## src/rtl/hidden_layer_ctrl.sv

```systemverilog
// hidden_layer_ctrl
// -----------------
// Sequencer for one fully-connected hidden layer. For every neuron n it
// streams N_INPUTS (activation, weight) pairs out of external synchronous
// memories, multiply-accumulates them, adds the left-aligned bias, then writes
// relu + saturate of the rescaled sum to the output-activation RAM.
//
// Ports
//   clk, rst_n      : clock (rising edge) and asynchronous active-low reset
//   start, abort    : pass request (taken only in IDLE) / synchronous cancel
//   busy, done      : busy in every state except IDLE; done is a 1-cycle pulse
//   in_addr/in_data : activation RAM; data valid one cycle after the address
//   w_addr/w_data   : weight ROM; data valid one cycle after the address
//   b_addr/b_data   : bias ROM indexed by the neuron, combinational data
//   out_we/out_addr/out_data : output activation write port
//
// Per-neuron schedule is N_INPUTS MAC cycles + DRAIN + BIAS + WRITE, followed
// by a single DONE cycle at the end of the layer. ACC_W must satisfy
// ACC_W >= 2*DATA_W + clog2(N_INPUTS) + 1 so that full-scale sums never wrap.
module hidden_layer_ctrl #(
  parameter int N_NEURONS = 30,
  parameter int N_INPUTS  = 784,
  parameter int DATA_W    = 8,
  parameter int ACC_W     = 32,
  parameter int FRAC_BITS = 4,
  localparam int IN_AW    = (N_INPUTS > 1) ? $clog2(N_INPUTS) : 1,
  localparam int W_AW     = (N_NEURONS * N_INPUTS > 1) ? $clog2(N_NEURONS * N_INPUTS) : 1,
  localparam int N_AW     = (N_NEURONS > 1) ? $clog2(N_NEURONS) : 1
) (
  input  logic                     clk,
  input  logic                     rst_n,
  input  logic                     start,
  input  logic                     abort,
  output logic                     busy,
  output logic                     done,
  output logic [IN_AW-1:0]         in_addr,
  input  logic signed [DATA_W-1:0] in_data,
  output logic [W_AW-1:0]          w_addr,
  input  logic signed [DATA_W-1:0] w_data,
  output logic [N_AW-1:0]          b_addr,
  input  logic signed [DATA_W-1:0] b_data,
  output logic                     out_we,
  output logic [N_AW-1:0]          out_addr,
  output logic signed [DATA_W-1:0] out_data
);

  localparam int PROD_W = 2 * DATA_W;

  localparam logic [IN_AW-1:0] J_LAST = IN_AW'(N_INPUTS - 1);
  localparam logic [N_AW-1:0]  N_LAST = N_AW'(N_NEURONS - 1);
  localparam logic signed [ACC_W-1:0] OUT_MAX = ACC_W'((1 << (DATA_W - 1)) - 1);

  typedef enum logic [2:0] {
    IDLE  = 3'd0,
    MAC   = 3'd1,
    DRAIN = 3'd2,
    BIAS  = 3'd3,
    WRITE = 3'd4,
    DONE  = 3'd5
  } state_t;

  state_t                    state_reg;
  logic [N_AW-1:0]           n_reg;
  logic [IN_AW-1:0]          j_reg;
  logic [W_AW-1:0]           w_addr_reg;
  logic signed [ACC_W-1:0]   acc_reg;
  // Set when the previous cycle issued an address, i.e. the memories are
  // presenting a pair this cycle that must be accumulated.
  logic                      mac_valid_reg;
  logic                      busy_reg;
  logic                      done_reg;
  logic                      out_we_reg;
  logic [N_AW-1:0]           out_addr_reg;
  logic signed [DATA_W-1:0]  out_data_reg;

  logic signed [PROD_W-1:0]  prod;
  logic signed [ACC_W-1:0]   prod_ext;
  logic signed [ACC_W-1:0]   acc_mac;
  logic signed [ACC_W-1:0]   bias_ext;
  logic signed [ACC_W-1:0]   acc_bias;
  logic signed [ACC_W-1:0]   scaled;
  logic signed [DATA_W-1:0]  act_next;

  // Datapath: full-precision product, explicit sign extension into the
  // accumulator, bias aligned to the fixed-point position.
  always_comb begin
    prod     = in_data * w_data;
    prod_ext = {{(ACC_W - PROD_W){prod[PROD_W-1]}}, prod};
    acc_mac  = mac_valid_reg ? (acc_reg + prod_ext) : acc_reg;
    bias_ext = {{(ACC_W - DATA_W){b_data[DATA_W-1]}}, b_data} <<< FRAC_BITS;
    acc_bias = acc_reg + bias_ext;
    scaled   = acc_bias >>> FRAC_BITS;
    if (scaled[ACC_W-1]) begin
      act_next = '0;
    end else if (scaled > OUT_MAX) begin
      act_next = OUT_MAX[DATA_W-1:0];
    end else begin
      act_next = scaled[DATA_W-1:0];
    end
  end

  always_ff @(posedge clk or negedge rst_n) begin
    if (!rst_n) begin
      state_reg     <= IDLE;
      n_reg         <= '0;
      j_reg         <= '0;
      w_addr_reg    <= '0;
      acc_reg       <= '0;
      mac_valid_reg <= 1'b0;
      busy_reg      <= 1'b0;
      done_reg      <= 1'b0;
      out_we_reg    <= 1'b0;
      out_addr_reg  <= '0;
      out_data_reg  <= '0;
    end else begin
      done_reg   <= 1'b0;
      out_we_reg <= 1'b0;
      if (abort && (state_reg != IDLE)) begin
        state_reg     <= IDLE;
        busy_reg      <= 1'b0;
        mac_valid_reg <= 1'b0;
      end else begin
        case (state_reg)
          IDLE: begin
            if (start) begin
              n_reg         <= '0;
              j_reg         <= '0;
              w_addr_reg    <= '0;
              acc_reg       <= '0;
              mac_valid_reg <= 1'b0;
              busy_reg      <= 1'b1;
              state_reg     <= MAC;
            end
          end
          MAC: begin
            acc_reg       <= acc_mac;
            mac_valid_reg <= 1'b1;
            if (j_reg == J_LAST) begin
              // Addresses stay on the last pair until the next neuron.
              state_reg <= DRAIN;
            end else begin
              j_reg      <= j_reg + IN_AW'(1);
              w_addr_reg <= w_addr_reg + W_AW'(1);
            end
          end
          DRAIN: begin
            acc_reg       <= acc_mac;
            mac_valid_reg <= 1'b0;
            state_reg     <= BIAS;
          end
          BIAS: begin
            // The result is registered here so that out_we is high
            // exactly while the FSM sits in WRITE.
            acc_reg      <= acc_bias;
            out_we_reg   <= 1'b1;
            out_addr_reg <= n_reg;
            out_data_reg <= act_next;
            state_reg    <= WRITE;
          end
          WRITE: begin
            if (n_reg == N_LAST) begin
              state_reg <= DONE;
            end else begin
              n_reg      <= n_reg + N_AW'(1);
              j_reg      <= '0;
              acc_reg    <= '0;
              // The weight address already points at n*N_INPUTS+N_INPUTS-1.
              w_addr_reg <= w_addr_reg + W_AW'(1);
              state_reg  <= MAC;
            end
          end
          DONE: begin
            done_reg  <= 1'b1;
            busy_reg  <= 1'b0;
            state_reg <= IDLE;
          end
          default: begin
            busy_reg  <= 1'b0;
            state_reg <= IDLE;
          end
        endcase
      end
    end
  end

  assign busy     = busy_reg;
  assign done     = done_reg;
  assign in_addr  = j_reg;
  assign w_addr   = w_addr_reg;
  assign b_addr   = n_reg;
  assign out_we   = out_we_reg;
  assign out_addr = out_addr_reg;
  assign out_data = out_data_reg;

endmodule

```

## config.mk

```make
export PLATFORM = sky130hd
export DESIGN_NAME = hidden_layer_ctrl
export DESIGN_NICKNAME = d
export VERILOG_FILES = /design/src/rtl/hidden_layer_ctrl.sv
export SDC_FILE = /design/constraint.sdc
export NUM_CORES = 1
export LEC_CHECK = 0
export BUFFER_PORTS_ARGS = -buffer_cell sky130_fd_sc_hd__buf_2
export CORE_MARGIN = 3
export CORE_UTILIZATION = 61
export CTS_CLUSTER_DIAMETER = 120
export DETAILED_ROUTE_END_ITERATION = 10
export GPL_ROUTABILITY_DRIVEN = 1
export PLACE_DENSITY = 0.87
export SLEW_MARGIN = 5
export SYNTH_ARGS = -nofsm -noshare
export SYNTH_HDL_FRONTEND = slang
export SYNTH_SLANG_ARGS = --single-unit
```

## constraint.sdc

```tcl
create_clock -name clk -period 10.85 [get_ports clk]
set_input_delay 1.085 -clock clk [delete_from_list [all_inputs] [get_ports clk]]
set_output_delay 1.085 -clock clk [all_outputs]
set_load 0.01 [all_outputs]
```

-- Yosys cells after proc, flatten, opt, wreduce, memory -nomap -nowiden
Index checks and enable logic that the tools add are counted.
- bitwise operators: 1
- muxes and demuxes: 32
- shift operators: 0
- add/sub/neg operators: 5
- div/mod/pow operators: 0
- order comparisons: 1
- reductions and logical operators: 16
- multipliers: 1
- equality and inequality tests: 14
- operators by type and width (operator ; number):
    $pmux 32 s4 ; 1
    $mux 32 ; 3
    $mux 15 ; 3
    $pmux 15 s3 ; 1
    $add 32x12->32 ; 1
    $add 32x16->32 ; 1
    $mux 10 ; 3
    $pmux 10 s3 ; 1
    $gt 28x8->1 const B ; 1
    $mul 8x8->16 ; 1
    $mux 8 ; 2
    $add 15x1->15 const B ; 1
    $pmux 3 s5 ; 1
    $mux 3 ; 4
    $add 10x1->10 const B ; 1
    $eq 10x10->1 const B ; 1
    $mux 5 ; 2
    $pmux 5 s2 ; 1
    $reduce_and 5->1 ; 2
    $mux 1 ; 8
    $reduce_and 2->1 ; 4
    $reduce_bool 4->1 ; 2
    $eq 3x2->1 const B ; 2
    $eq 3x3->1 const B ; 2
    other kinds (16) ; 21
- latch bits: 0
- input bits: 28
- word-level logic and storage cells: 81
- RAM bits: 0
- memories: 0
- memory bits (read-only): 0
- register bits after elaboration: 82
- output and inout port bits: 46

-- Logic depth before layout (Yosys ltp)
Gate-level depths: netlist (run 1).
- word-level depth: 4
- mapped depth: 21
- depth with buffers taken out: 20

-- Least setup slack after synthesis (run 1)
Ideal clock, no wire load.
- path type: input to register
- start point: input w_data[1]
- end point: register acc_reg[31]
- stages: 16
- path buffers: 1
- setup slack: 3795 ps
- library setup time: 124 ps
- data arrival time: 6931 ps
- required time: 10726 ps
- path through: clkbuf_1 and2_1 fa_1 fa_1 fa_1 fa_1 ha_1 ha_1 nor2b_1 a31o_2 a2111oi_0 o31ai_1 a21oi_1 a311oi_1 o31a_1 a211o_1
- cells in the longest elaborated chain, start to end: 4
- RTL lines (element ; RTL line ; text):
    start: declaration ; 39 ; input logic signed [DATA_W-1:0] w_data,
    $mul 8x8->16 ; 87 ; prod = in_data * w_data;
    $add 32x16->32 ; 89 ; acc_mac = mac_valid_reg ? (acc_reg + prod_ext) : acc_reg;
    $mux 32 ; 89 ;
    $pmux 32 s4 ; 123 ; case (state_reg)
    end signal: assignment ; 136 ; acc_reg <= acc_mac;
    end signal: assignment ; 147 ; acc_reg <= acc_mac;
    end signal: assignment ; 154 ; acc_reg <= acc_bias;
    end: declaration ; 66 ; logic signed [ACC_W-1:0] acc_reg;
Every way passes these cells. The select of a mux whose other input is x is not followed.
A chain may end at the register's enable or synchronous reset.

-- Worst setup path after layout (run 1)
- start point: input in_data[7]
- end point: register acc_reg[31]
- cells in the longest elaborated chain, start to end: 4
- RTL lines (element ; RTL line ; text):
    start: declaration ; 37 ; input logic signed [DATA_W-1:0] in_data,
    $mul 8x8->16 ; 87 ;
    $add 32x16->32 ; 89 ;
    $mux 32 ; 89 ;
    $pmux 32 s4 ; 123 ;
Every way passes these cells. The select of a mux whose other input is x is not followed.

==> results of run 1 <==
-- layout make-up --
class / instances / share of cell area, %
Inverter: 110 / 3.57
Tap cell: 220 / 2.38
Timing Repair Buffer: 77 / 3.44
Clock inverter: 6 / 0.498
Sequential cell: 82 / 17.7
Multi-Input combinational cell: 919 / 70.3
Clock buffer: 10 / 2.07
-- placed cells by master (no fill, tap or decap), drive strengths merged, types with 9 or more instances in the layout --
master / count
a21o: 30
a21oi: 60
a221oi: 11
a22oi: 9
a31oi: 9
and2: 39
and3: 13
buf: 77
clkbuf: 10
dfrtp: 82
fa: 137
ha: 101
inv: 112
nand2: 101
nand2b: 15
nand3: 27
nand4: 14
nor2: 88
nor2b: 9
nor3: 14
o21ai: 45
o21bai: 11
or3: 11
xnor2: 32
xor2: 35
-- cell families (layout without fill, tap and decap cells) --
family,Yosys count,count (layout),synth area share (%)
xor gates and xnor gates,67,67,5.46
muxes,10,10,0.955
and+or+nand+nor,353,353,16.1
DFF,82,82,19.1
AOI/OAI and AO/OA,251,251,15.9
buffers and inverters,141,203,5.22
adders and majority gates,238,238,37.3
-- worst max path at each step --
stage                           from                      end  slack [ps]  cells after the start
after floorplan            w_data[1]  acc_reg[31]$_DFFE_PN0P_        3800                     16
after global placement    in_data[7]  acc_reg[31]$_DFFE_PN0P_        3320                     18
after detailed placement  in_data[7]  acc_reg[31]$_DFFE_PN0P_        3160                     18
after CTS                 in_data[7]  acc_reg[31]$_DFFE_PN0P_        3490                     18
after global routing      in_data[7]  acc_reg[31]$_DFFE_PN0P_        3010                     18
final                     in_data[7]  acc_reg[31]$_DFFE_PN0P_        3530                     18
-- tightest hold or removal path, cell delays in order, from the launching register on --
cell and delay, ps:
dfrtp_1 340, nand2_1 50, nand2_1 50
-- per-stage QoR --
step	cells	hold slack (ps)	worst slack, ps
2_1_floorplan	1142	508	3800
3_3_place_gp	1408	457	3320
3_5_place_dp	1408	461	3160
4_1_cts	1424	478	3490
5_1_grt	1424	510	3010
6_report	1424	474	3530
-- per-layer routing --
metal | share of wire [%] | global-route usage [%] | vias to the layer above
met5 | 0 | 0 | -
met4 | 2.1 | 6.75 | 0
met3 | 6.8 | 4.31 | 45
met2 | 47 | 43.6 | 328
met1 | 44 | 38.8 | 4281
li1 | - | - | 4053
==> summary.md, run 1 <==
| Metric | Value |
|---|---|
| Status | `finished, final reports clean` |
| WL per Instance | `18.0 microns` |
| WP data required | `11080 ps` |
| Synthesis-to-layout area growth | `7.70%` |
| Fillers | `1245` |
| H-tree depth | `3` |
| Startpoint types | `input port` |
| Max incr delay on CP | `910 ps` |
| Starting DRC count in detailed routing | `605` |
| Placer Congestion | `0.941` |
| Total grt overflow | `0` |
| DRC Markers | `0` |
| Die height | `139 microns` |
| Hold path depth | `2` |
| Top cells by count, synth | `fa_1 (137), inv_1 (109), ha_1 (101), nand2_1 (101), nor2_1 (88)` |
| Final Cell Area | `11600 sq um` |
| FF+latch count, synth | `82` |
| Share of cells above drive strength 1 | `9.30%` |
| Root Buffer | `clkbuf_16` |
| Most common cell in the netlist | `fa_1` |
| Crit-path max FO | `14` |
| Area of the die | `19200 sq um` |
| Hold path startpoint | `out_addr[3]$_DFFE_PN0P_` |
| Hold buffer count at cts | `0` |
| Largest register FFs | `32` |
| Fin crit share | `67.5%` |
| Synth cell types | `71` |
| Die width | `139 microns` |
| ANT nets after route | `0` |
| Slew at the pin closest to its max-slew limit | `1100 ps` |
| Synth Warn # | `0` |
| Post-detail-place hpwl | `20.5 mm` |
| Hold WC Path Type | `flop to flop` |
| Max_cap viols | `0` |
| Path depth of the worst reg2reg path | `19` |
| CP delay by family, top | `adder cells` |
| First-pass GRT wire length | `43.3 mm` |
| # diodes | `0` |
| Total Wirelength | `25.6 mm` |
| Synth Instances | `1142` |
| Worst r2r src | `acc_reg[6]$_DFFE_PN0P_` |
| Vias per cell | `6.11` |
| Multi-input gate area | `8130 sq um` |
| CP Buf/Inv Count | `4` |
| Rows | `47` |
| Final setup fails | `0` |
| CP Capture Type | `flop` |
| Most used cell, CP | `fa_1` |
| Initial core utilization | `63.6%` |
| Placed Area | `11300 sq um` |
| Register area | `2050 sq um` |
| Largest net degree at the start of global routing | `83` |
| Layout Nets | `1465` |
| Worst-path cell chain | `buf_2 > nand2_1 > inv_1 > fa_1 > inv_1 > fa_1 > inv_1 > fa_1 > fa_1 > ha_1 > ha_1 > and4_1 > a2111oi_0 > o31ai_1 > a21oi_1 > a311oi_1 > o31a_1 > a211o_1` |
| Final core occ | `68.5%` |
| Critical path's slowest cell | `fa_1` |
| Slew HR | `26.2%` |
| Ys async rst share | `100%` |
| Hold Fails Final Rpt | `0` |
| Worst Hold Path EP | `out_addr[3]$_DFFE_PN0P_` |
| Post-synth top flop | `dfrtp_1` |
| Gr usage total | `27.0%` |
| R2R Setup Slk | `4750 ps` |
| CTS Buf Count | `9` |
| Port buffer count | `73` |
| Post-synthesis sequential area ratio | `19.1%` |
| Drt pass-1 iters | `5` |
| R2R Path End | `acc_reg[31]$_DFFE_PN0P_` |
| Synth top area cells | `fa_1 (26%), dfrtp_1 (19%), ha_1 (12%)` |
| # IOs | `74` |
| Synth Area per Inst | `9.40 sq um` |
| Critical path class | `input port to flop` |
| Syn Nets | `1408` |
| Clock Path Buffers | `2` |
| CTS sink count | `82` |
| Worst clock skew | `11.3 ps` |
| Crit path arrival time | `7550 ps` |
| Post-CTS sizing | `0` |
| Max Freq | `137 MHz` |
| Mapped Area | `10700 sq um` |
| Final min period | `7320 ps` |
| Synth top area share | `25.5%` |
| Antenna violations before repair | `0` |
| Clock latency on the worst-skew pair | `350 ps` |
| Post-CTS Setup Repair Bufs | `0` |
| Vias | `8707` |
| Setup tns final | `0 ps` |
| Number of global-route vias before repair | `8811` |
| CTS tree | `done` |
| Clock-pin slew on the worst setup and hold paths | `70 ps` |
| RSZ-0062 raised after global routing | `false` |
| Post-synth top area cell | `fa_1` |
| Number of synthesized flops with an enable pin | `0` |
| Final number of max-transition violations | `0` |
| Core area | `16900 sq um` |
Power of run 1 is left out: the tool's default activity adds up to more than one toggle a clock period on the data nets, which glitch-free logic cannot reach.
==> run 2, diff against run 1 <==
- clock period: 10.85 -> 6.8 ns (I/O delays scaled with it)
==> run 2 against run 1 <==
  * Global-route usage increased by 0.45 points
  * First-iteration DRC count increased by 12%
  * Worst setup slack got worse by 3000 ps
  * Largest cell class unchanged
  * Cell count increased by 0.42%
  * Sequential share of layout area decreased by 0.077 points
  * Utilization increased by 0.30 points
  * Die area unchanged
  * Hold slack improved by 5.8 ps
  * Critical path type unchanged
  * Clock skew decreased by 3.0 ps
==> summary.md, run 2 (synthesis results as in run 1) <==
| Metric | Value |
|---|---|
| Clock-pin slew on the worst setup and hold paths | `60 ps (about the same)` |
| # IOs | `74 (unchanged)` |
| Vias per cell | `6.15 (+0.51%)` |
| Max_cap viols | `0 (unchanged)` |
| Largest net degree at the start of global routing | `83 (unchanged)` |
| Root Buffer | `clkbuf_16` |
| Total Wirelength | `25.9 mm (+1.1%)` |
| Core area | `16900 sq um (unchanged)` |
| Final core occ | `68.8% (+0.30 points)` |
| Fillers | `1254 (+0.72%)` |
| H-tree depth | `3 (unchanged)` |
| Die height | `139 microns (unchanged)` |
| Final number of max-transition violations | `0 (unchanged)` |
| Rows | `47 (unchanged)` |
| Crit-path max FO | `8 (-6)` |
| Fin crit share | `92.2%` |
| Port buffer count | `73 (unchanged)` |
| Hold buffer count at cts | `0 (unchanged)` |
| Share of cells above drive strength 1 | `9.67% (+0.37 points)` |
| Gr usage total | `27.5% (+0.45 points)` |
| Max Freq | `159 MHz` |
| Slew at the pin closest to its max-slew limit | `1040 ps (-65.9 ps)` |
| Worst clock skew | `8.26 ps (-3.03 ps)` |
| Largest register FFs | `32 (unchanged)` |
| CP Capture Type | `flop` |
| Status | `finished, final reports clean` |
| Post-detail-place hpwl | `20.9 mm (+1.6%)` |
| WP data required | `7020 ps (-4060 ps)` |
| ANT nets after route | `0 (unchanged)` |
| Clock latency on the worst-skew pair | `340 ps (about the same)` |
| Commonest non-fill, non-tap cell in the layout | `fa_1` |
| Number of global-route vias before repair | `8943 (+1.5%)` |
| Area of the die | `19200 sq um (unchanged)` |
| Die width | `139 microns (unchanged)` |
| Placer Congestion | `0.937 (-0.43%)` |
| CTS Buf Count | `9 (unchanged)` |
| Final setup fails | `0 (unchanged)` |
| # diodes | `0 (unchanged)` |
| Setup tns final | `0 ps (unchanged)` |
| Final min period | `6270 ps` |
| Startpoint types | `input port` |
| Slack of the critical path | `529 ps (-3000 ps)` |
| Layout Nets | `1471 (+0.41%)` |
| Post-CTS Setup Repair Bufs | `0 (unchanged)` |
| DRC Markers | `0 (unchanged)` |
| Pre-CTS setup slack | `102 ps (-3060 ps)` |
| CTS sink count | `82 (unchanged)` |
| CTS tree | `done` |
| Total grt overflow | `0 (unchanged)` |
| Crit path arrival time | `6490 ps (-1060 ps)` |
| First-pass GRT wire length | `44.2 mm (+1.9%)` |
| Hold WC Path Type | `flop to flop` |
| RSZ-0062 raised after global routing | `false` |
| Synthesis-to-layout area growth | `8.17%` |
| Initial core utilization | `63.6% (unchanged)` |
| Slew HR | `30.8% (+4.6 points)` |
| Most frequent cells in the layout | `fa_1 (137), inv_1 (109), nand2_1 (101), ha_1 (101), nor2_1 (88)` |
| Vias | `8788 (+0.93%)` |
| WL per Instance | `18.1 microns (+0.64%)` |
| Critical path class | `input port to flop` |
| Hold Fails Final Rpt | `0 (unchanged)` |
| Starting DRC count in detailed routing | `678 (+12%)` |
| Antenna violations before repair | `1 (+1)` |
| Clock Path Buffers | `2 (unchanged)` |
| Drt pass-1 iters | `5 (unchanged)` |
[run 2: layer usage]
layer | vias up | track usage [%] | wire, microns
met4 | 2 | 7.83 | 667
met2 | 340 | 44.2 | 12300
met5 | - | 0 | 11
li1 | 4062 | - | -
met3 | 61 | 4.79 | 1770
met1 | 4323 | 38.8 | 11100
[run 2: worst paths after layout]
path                       cells after the start  slack, ps                    start                       to
max                                           19        530                w_data[4]  acc_reg[31]$_DFFE_PN0P_
min                                            2        480  out_addr[4]$_DFFE_PN0P_  out_addr[4]$_DFFE_PN0P_
max reg2reg                                   20        880   acc_reg[4]$_DFFE_PN0P_  acc_reg[28]$_DFFE_PN0P_
min reg2reg                                    2        480  out_addr[4]$_DFFE_PN0P_  out_addr[4]$_DFFE_PN0P_
max in group asynchronous                      1       5600                    rst_n  acc_reg[29]$_DFFE_PN0P_
min in group asynchronous                      1        520                    rst_n   in_addr[9]$_DFFE_PN0P_
[run 2: cell type report]
type / count / area [sq um] / area share, %
Multi-Input combinational cell: 919 / 8140 / 70.0
Sequential cell: 82 / 2050 / 17.7
Clock buffer: 11 / 233 / 2.00
Timing Repair Buffer: 83 / 443 / 3.81
Inverter: 110 / 413 / 3.55
Tap cell: 220 / 275 / 2.37
Clock inverter: 5 / 63.8 / 0.549
[run 2: stage by stage]
| step | hold slack [ps] | area, sq um | cells |
|---|---|---|---|
| 6_report | 480 | 11600 | 1430 |
| 5_1_grt | 498 | 11600 | 1430 |
| 4_1_cts | 481 | 11600 | 1430 |
| 3_5_place_dp | 465 | 11300 | 1414 |
| 3_3_place_gp | 454 | 11300 | 1414 |
| 2_1_floorplan | 384 | 10700 | 1142 |
[run 2: critical path, stage by stage]
cell and delay, ps:
buf_2 140, and2_1 190, fa_1 610, inv_1 160, fa_1 740, inv_1 310, buf_4 280, fa_1 520
fa_1 490, ha_1 320, ha_1 370, a21o_1 200, a211o_1 310, nor2b_1 150, or3_1 300, a21oi_1 220
a311oi_1 130, o31a_1 130, a211o_1 220
[run 2: repair_timing]
| item | 4_1_cts | 5_1_grt |
|---|---|---|
| gates resized for setup | 0 | 1 |
| endpoints found under the setup margin | 0 | 1 |
| hold endpoints to repair | 0 | 0 |
Power of run 2 is left out for the same reason.
